`config.mk`:
```
export PLATFORM = sky130hd
export DESIGN_NAME = tenthirty_ctrl
export DESIGN_NICKNAME = d
export VERILOG_FILES = /design/src/rtl/tenthirty_ctrl.sv
export SDC_FILE = /design/constraint.sdc
export NUM_CORES = 1
export LEC_CHECK = 0
export ABC_CLOCK_PERIOD_IN_PS = 1900
export BUFFER_PORTS_ARGS = -buffer_cell sky130_fd_sc_hd__buf_2
export CORE_MARGIN = 4
export CORE_UTILIZATION = 50
export CTS_CLUSTER_SIZE = 28
export DETAILED_ROUTE_END_ITERATION = 12
export PLACE_DENSITY_LB_ADDON = 0.2
export SETUP_SLACK_MARGIN = 0.3
export SLEW_MARGIN = 25
export SYNTH_ARGS = -nofsm -noshare
export SYNTH_HDL_FRONTEND = slang
export SYNTH_SLANG_ARGS = --single-unit
```
`constraint.sdc`:
```
create_clock -name clk -period 1.9 [get_ports clk]
set_input_delay 0.095 -clock clk [delete_from_list [all_inputs] [get_ports clk]]
set_output_delay 0.095 -clock clk [all_outputs]
set_load 0.01 [all_outputs]
```
`src/rtl/tenthirty_ctrl.sv`:
```
// Ten-and-a-half round sequencer: drives deck draws, scores both hands,
// applies bust/stand/five-card rules and tracks deck depletion.
module tenthirty_ctrl #(
  parameter int DEALER_STAND = 14,
  parameter int MAX_CARDS    = 5,
  parameter int DECK_SIZE    = 52
) (
  input  logic       clk,
  input  logic       rst,
  input  logic       start,
  input  logic       hit,
  input  logic       stand,
  input  logic [3:0] number,
  output logic       pip,
  output logic [5:0] player_pts,
  output logic [5:0] dealer_pts,
  output logic [2:0] player_cnt,
  output logic [2:0] dealer_cnt,
  output logic       busy,
  output logic       done,
  output logic       win,
  output logic       lose,
  output logic       tie,
  output logic       deck_empty
);

  localparam logic [2:0] S_IDLE  = 3'd0;
  localparam logic [2:0] S_PDRAW = 3'd1;
  localparam logic [2:0] S_PWAIT = 3'd2;
  localparam logic [2:0] S_PDEC  = 3'd3;
  localparam logic [2:0] S_DDRAW = 3'd4;
  localparam logic [2:0] S_DWAIT = 3'd5;
  localparam logic [2:0] S_DDEC  = 3'd6;
  localparam logic [2:0] S_RES   = 3'd7;

  localparam logic [5:0] STAND_PTS = 6'(DEALER_STAND);
  localparam logic [2:0] MAXC      = 3'(MAX_CARDS);
  localparam logic [5:0] DECKN     = 6'(DECK_SIZE);
  localparam logic [5:0] BUST_LIM  = 6'd21;

  logic [2:0] state_q, state_d;
  logic       pip_q, pip_d;
  logic [5:0] ppts_q, ppts_d;
  logic [5:0] dpts_q, dpts_d;
  logic [2:0] pcnt_q, pcnt_d;
  logic [2:0] dcnt_q, dcnt_d;
  logic       busy_q, busy_d;
  logic       done_q, done_d;
  logic       win_q, win_d;
  logic       lose_q, lose_d;
  logic       tie_q, tie_d;
  logic       empty_q, empty_d;
  logic [5:0] drawn_q, drawn_d;
  logic       no_cards;

  function automatic logic [5:0] card_val(input logic [3:0] n);
    logic [5:0] v;
    v = 6'd0;
    unique case (1'b1)
      (n >= 4'd1 && n <= 4'd10):  v = {1'b0, n, 1'b0};
      (n >= 4'd11 && n <= 4'd13): v = 6'd1;
      default:                    v = 6'd0;
    endcase
    return v;
  endfunction

  // The pip is raised on entry to a draw state; a draw with no cards
  // left enters the draw state with pip low and then voids the round.
  assign no_cards = (drawn_q >= DECKN);

  // Next-state and next-output logic for the round sequencer.
  always_comb begin
    state_d = state_q;
    pip_d   = 1'b0;
    ppts_d  = ppts_q;
    dpts_d  = dpts_q;
    pcnt_d  = pcnt_q;
    dcnt_d  = dcnt_q;
    win_d   = win_q;
    lose_d  = lose_q;
    tie_d   = tie_q;
    unique case (state_q)
      S_IDLE, S_RES: begin
        if (start) begin
          ppts_d  = 6'd0;
          dpts_d  = 6'd0;
          pcnt_d  = 3'd0;
          dcnt_d  = 3'd0;
          win_d   = 1'b0;
          lose_d  = 1'b0;
          tie_d   = 1'b0;
          state_d = S_PDRAW;
          pip_d   = !no_cards;
        end
      end
      S_PDRAW: state_d = pip_q ? S_PWAIT : S_RES;
      S_PWAIT: begin
        ppts_d  = ppts_q + card_val(number);
        pcnt_d  = pcnt_q + 3'd1;
        state_d = S_PDEC;
      end
      S_PDEC: begin
        if (ppts_q > BUST_LIM) begin
          lose_d  = 1'b1;
          state_d = S_RES;
        end else if (pcnt_q == MAXC) begin
          win_d   = 1'b1;
          state_d = S_RES;
        end else if (stand) begin
          state_d = S_DDRAW;
          pip_d   = !no_cards;
        end else if (hit) begin
          state_d = S_PDRAW;
          pip_d   = !no_cards;
        end
      end
      S_DDRAW: state_d = pip_q ? S_DWAIT : S_RES;
      S_DWAIT: begin
        dpts_d  = dpts_q + card_val(number);
        dcnt_d  = dcnt_q + 3'd1;
        state_d = S_DDEC;
      end
      S_DDEC: begin
        if (dpts_q > BUST_LIM) begin
          win_d   = 1'b1;
          state_d = S_RES;
        end else if (dpts_q >= STAND_PTS || dcnt_q == MAXC) begin
          win_d   = (ppts_q > dpts_q);
          lose_d  = (ppts_q < dpts_q);
          tie_d   = (ppts_q == dpts_q);
          state_d = S_RES;
        end else begin
          state_d = S_DDRAW;
          pip_d   = !no_cards;
        end
      end
      default: state_d = S_IDLE;
    endcase
    drawn_d = pip_d ? drawn_q + 6'd1 : drawn_q;
    empty_d = empty_q | no_cards;
    done_d  = (state_d == S_RES) && (state_q != S_RES);
    busy_d  = !(state_d == S_IDLE || state_d == S_RES);
  end

  // State and registered outputs; reset returns everything to zero.
  always_ff @(posedge clk) begin
    if (rst) begin
      state_q <= S_IDLE;
      pip_q   <= 1'b0;
      ppts_q  <= 6'd0;
      dpts_q  <= 6'd0;
      pcnt_q  <= 3'd0;
      dcnt_q  <= 3'd0;
      busy_q  <= 1'b0;
      done_q  <= 1'b0;
      win_q   <= 1'b0;
      lose_q  <= 1'b0;
      tie_q   <= 1'b0;
      empty_q <= 1'b0;
      drawn_q <= 6'd0;
    end else begin
      state_q <= state_d;
      pip_q   <= pip_d;
      ppts_q  <= ppts_d;
      dpts_q  <= dpts_d;
      pcnt_q  <= pcnt_d;
      dcnt_q  <= dcnt_d;
      busy_q  <= busy_d;
      done_q  <= done_d;
      win_q   <= win_d;
      lose_q  <= lose_d;
      tie_q   <= tie_d;
      empty_q <= empty_d;
      drawn_q <= drawn_d;
    end
  end

  assign pip        = pip_q;
  assign player_pts = ppts_q;
  assign dealer_pts = dpts_q;
  assign player_cnt = pcnt_q;
  assign dealer_cnt = dcnt_q;
  assign busy       = busy_q;
  assign done       = done_q;
  assign win        = win_q;
  assign lose       = lose_q;
  assign tie        = tie_q;
  assign deck_empty = empty_q;

endmodule

```
==> results by group <==
Timing
  – Fin Clk Skew: 0.005859 ns
  – Maximum operating frequency: 532.7 MHz
  – Final Hold Fails: 0
  – Fin. max-slew vios: 0
  – Min Tclk post-route: 1.877 ns
  – Final worst path period share: 0.9881
  – Endpoints failing setup: 0
  – TNS Setup: 0 ns
  – Max_slew headroom: 0.6968
  – Unrepaired setup endpoints after global routing: true
  – Tightest Pin Transition: 0.4547 ns

Clock tree
  – CTS tree: done
  – Root Driver: clkbuf_8
  – CTS max path bufs: 2
  – Clk sinks: 34
  – Worst skew pair latency: 0.28 ns
  – Hold-fix buffers at CTS: 0
  – Total CTS buffers: 5
  – Clk pin slew, worst setup/hold paths: 0.07 ns
  – H-tree depth: 2

Worst setup path
  – CP startpoint: player_pts[1]
  – Worst Path Buf+Inv: 1
  – Worst-path cell chain: a21o_1, a2111oi_4, a221oi_4, buf_4, or3b_1, a21oi_1
  – Cell family with the largest share of critical-path delay: compound AO/OA/AOI/OAI gates
  – CP required: 2.11 ns
  – Kind of critical path: register to register
  – Worst r2r src: player_pts[1]
  – Crit path capture type: register
  – Crit-path max FO: 4
  – Critical Path Max Stage Delay: 0.45 ns
  – Arrival time worst endpoint: 2.09 ns
  – Worst setup SP type: register
  – CP max stage cell: a2111oi_4

Routing
  – Pre-antenna DRT Iters: 4
  – Wire per inst: 15.45 um
  – Vias: 2277
  – ANT nets after route: 0
  – Residual DRC count: 0
  – Avg Vias per Cell: 5.721
  – Iter 0 DRT Violations: 152
  – Total wire length: 6149 um

Final layout
  – Final #Nets: 378
  – Filler instances: 320
  – Antenna diodes: 0
  – P&R area growth vs syn: 38.32%
  – Layout cells sized above 1: 0.4046
  – Layout Utilization: 0.7200

Global routing
  – First-pass GRT wire length: 10100 um
  – Gr usage total: 0.2303
  – Total grt overflow: 0
  – Number of global-route vias before repair: 2195
  – Antenna violations before repair: 0
  – Largest net degree at the start of global routing: 21

Run status
  – Status: finished clean

Yosys
  – Post-Synthesis Cell Area: 2282 um2
  – Cell count after synthesis: 277
  – Syn nets: 310
  – Post-synth top area cell: dfxtp_1
  – Yosys warns: 0
  – Synthesized area per cell: 8.239 um2
  – Top post-synthesis cells by area: dfxtp_1, ha_1, a21oi_1
  – Number of synthesized flops with an enable pin: 0
  – Synth cell count leaders: dfxtp_1, a21oi_1, ha_1, nand2_1, nand3_1
  – Seq cells post-synth: 34
  – Sequential element share of the synthesized area: 0.2982
  – Area share of the largest cell type after synthesis: 0.2982
  – Distinct cells, synth: 55
  – Ys flop type: dfxtp_1
  – Count leader, synth: dfxtp_1
  – Post-synthesis async set-or-reset flop share: 0

Power and ir drop
  – Leakage: 1.419 nW
  – Power Total: 2.594 mW
  – Max IR drop VDD: 492.3 uV
  – Pwr per Cell Area: 821.7 nW/um2

Die
  – Core area: 4384 um2
  – Total die area: 5709 um2
  – Die height: 75.56 um
  – Starting Density: 0.5205
  – Chip width: 75.56 um
  – # IOs: 34
  – Cell Rows: 24

Placed design
  – I/O Buffers: 33
  – DP HPWL: 4262 um
  – GPL Wtd Cong: 0.8687

Worst hold path
  – Worst hold path type: input pin to register
  – Hold path start: start

Run
  – Max-cap viol count: 0
## logic make-up (layout without fill, tap and decap cells)
group,after synthesis,in the layout,synth area share
and+or+nand+nor,101,101,0.2314
AOI/OAI and AO/OA,78,78,0.2330
DFF,34,34,0.2982
muxes,5,5,0.02357
xor gates and xnor gates,6,6,0.02303
adders and majority gates,24,24,0.1382
buffers and inverters,29,98,0.05263
## cells in the final DEF (no fill, tap or decap), types with 5 or more instances in the layout
cell type,Yosys,routed
buf_2,3,33
buf_4,0,33
dfxtp_1,34,22
nand2_1,21,21
a21oi_1,29,21
nand3_1,20,20
nor2_1,19,18
ha_1,22,16
inv_1,17,15
a21oi_2,2,10
o21ai_0,12,8
a21o_1,7,7
buf_6,1,7
ha_4,0,6
dfxtp_2,0,6
dfxtp_4,0,6
nor2b_1,5,5
clkbuf_8,0,5
## report_power, final
group / internal (mW) / switching [mW]
clock network: 0.393 / 0.263
logic: 0.519 / 0.567
registers: 0.788 / 0.0648
total: 1.70 / 0.894
## through the flow
| step | worst slack (ns) | hold WS (ns) | instance area, um2 | cells |
|---|---|---|---|---|
| floorplan | 0.08305 | 0.2651 | 2360 | 277 |
| global placement | 0.05702 | 0.4324 | 2695 | 372 |
| detailed placement | -0.02325 | 0.4371 | 2695 | 372 |
| CTS | 0.02733 | 0.1841 | 3008 | 394 |
| global route | -0.04669 | 0.2303 | 3157 | 398 |
| finish | 0.02268 | 0.2100 | 3157 | 398 |
## layer usage
metal	up-vias	share of wire	GRT usage	wire, um
li1	1126	-	-	-
met1	1086	0.44	0.2926	2720
met2	56	0.48	0.3902	2961
met3	9	0.057	0.04749	351
met4	0	0.019	0.07379	116
met5	-	0	0	0
## cell type report
class | count | area [um2] | share of cell area
multi-input cells | 214 | 1719 | 0.5446
well taps | 52 | 65.06 | 0.02061
clock buffers | 7 | 76.32 | 0.02418
clock inverters | 1 | 30.03 | 0.009512
inverters | 17 | 63.81 | 0.02021
repair buffers | 73 | 491.7 | 0.1558
flip-flops and latches | 34 | 710.7 | 0.2251
## sequential cells by signal, summed over array words and instances, names as in the netlist, 3 cells and up
name,count
dealer_cnt,3
player_cnt,3
state_q,3
player_pts,6
dealer_pts,6
drawn_q,6
## repair_timing
item,in CTS,in global routing
endpoints found under the setup margin,31,31
pin swaps,14,15
gates resized for setup,29,28
cloned,0,0
buffers inserted,14,4
## worst paths after layout
path	to	slack (ns)	cells after the start
hold reg to reg	deck_empty	0.45	2
setup reg to reg	drawn_q[1]	0.02	6
setup / recovery	drawn_q[1]	0.02	6
hold / removal	state_q[0]	0.21	3
## worst min-delay path, cell delays in order
cell,delay (ns)
buf_2,0.15
nor2_1,0.15
nor3_1,0.07
Note: power is estimated with default switching activity, not from simulation.
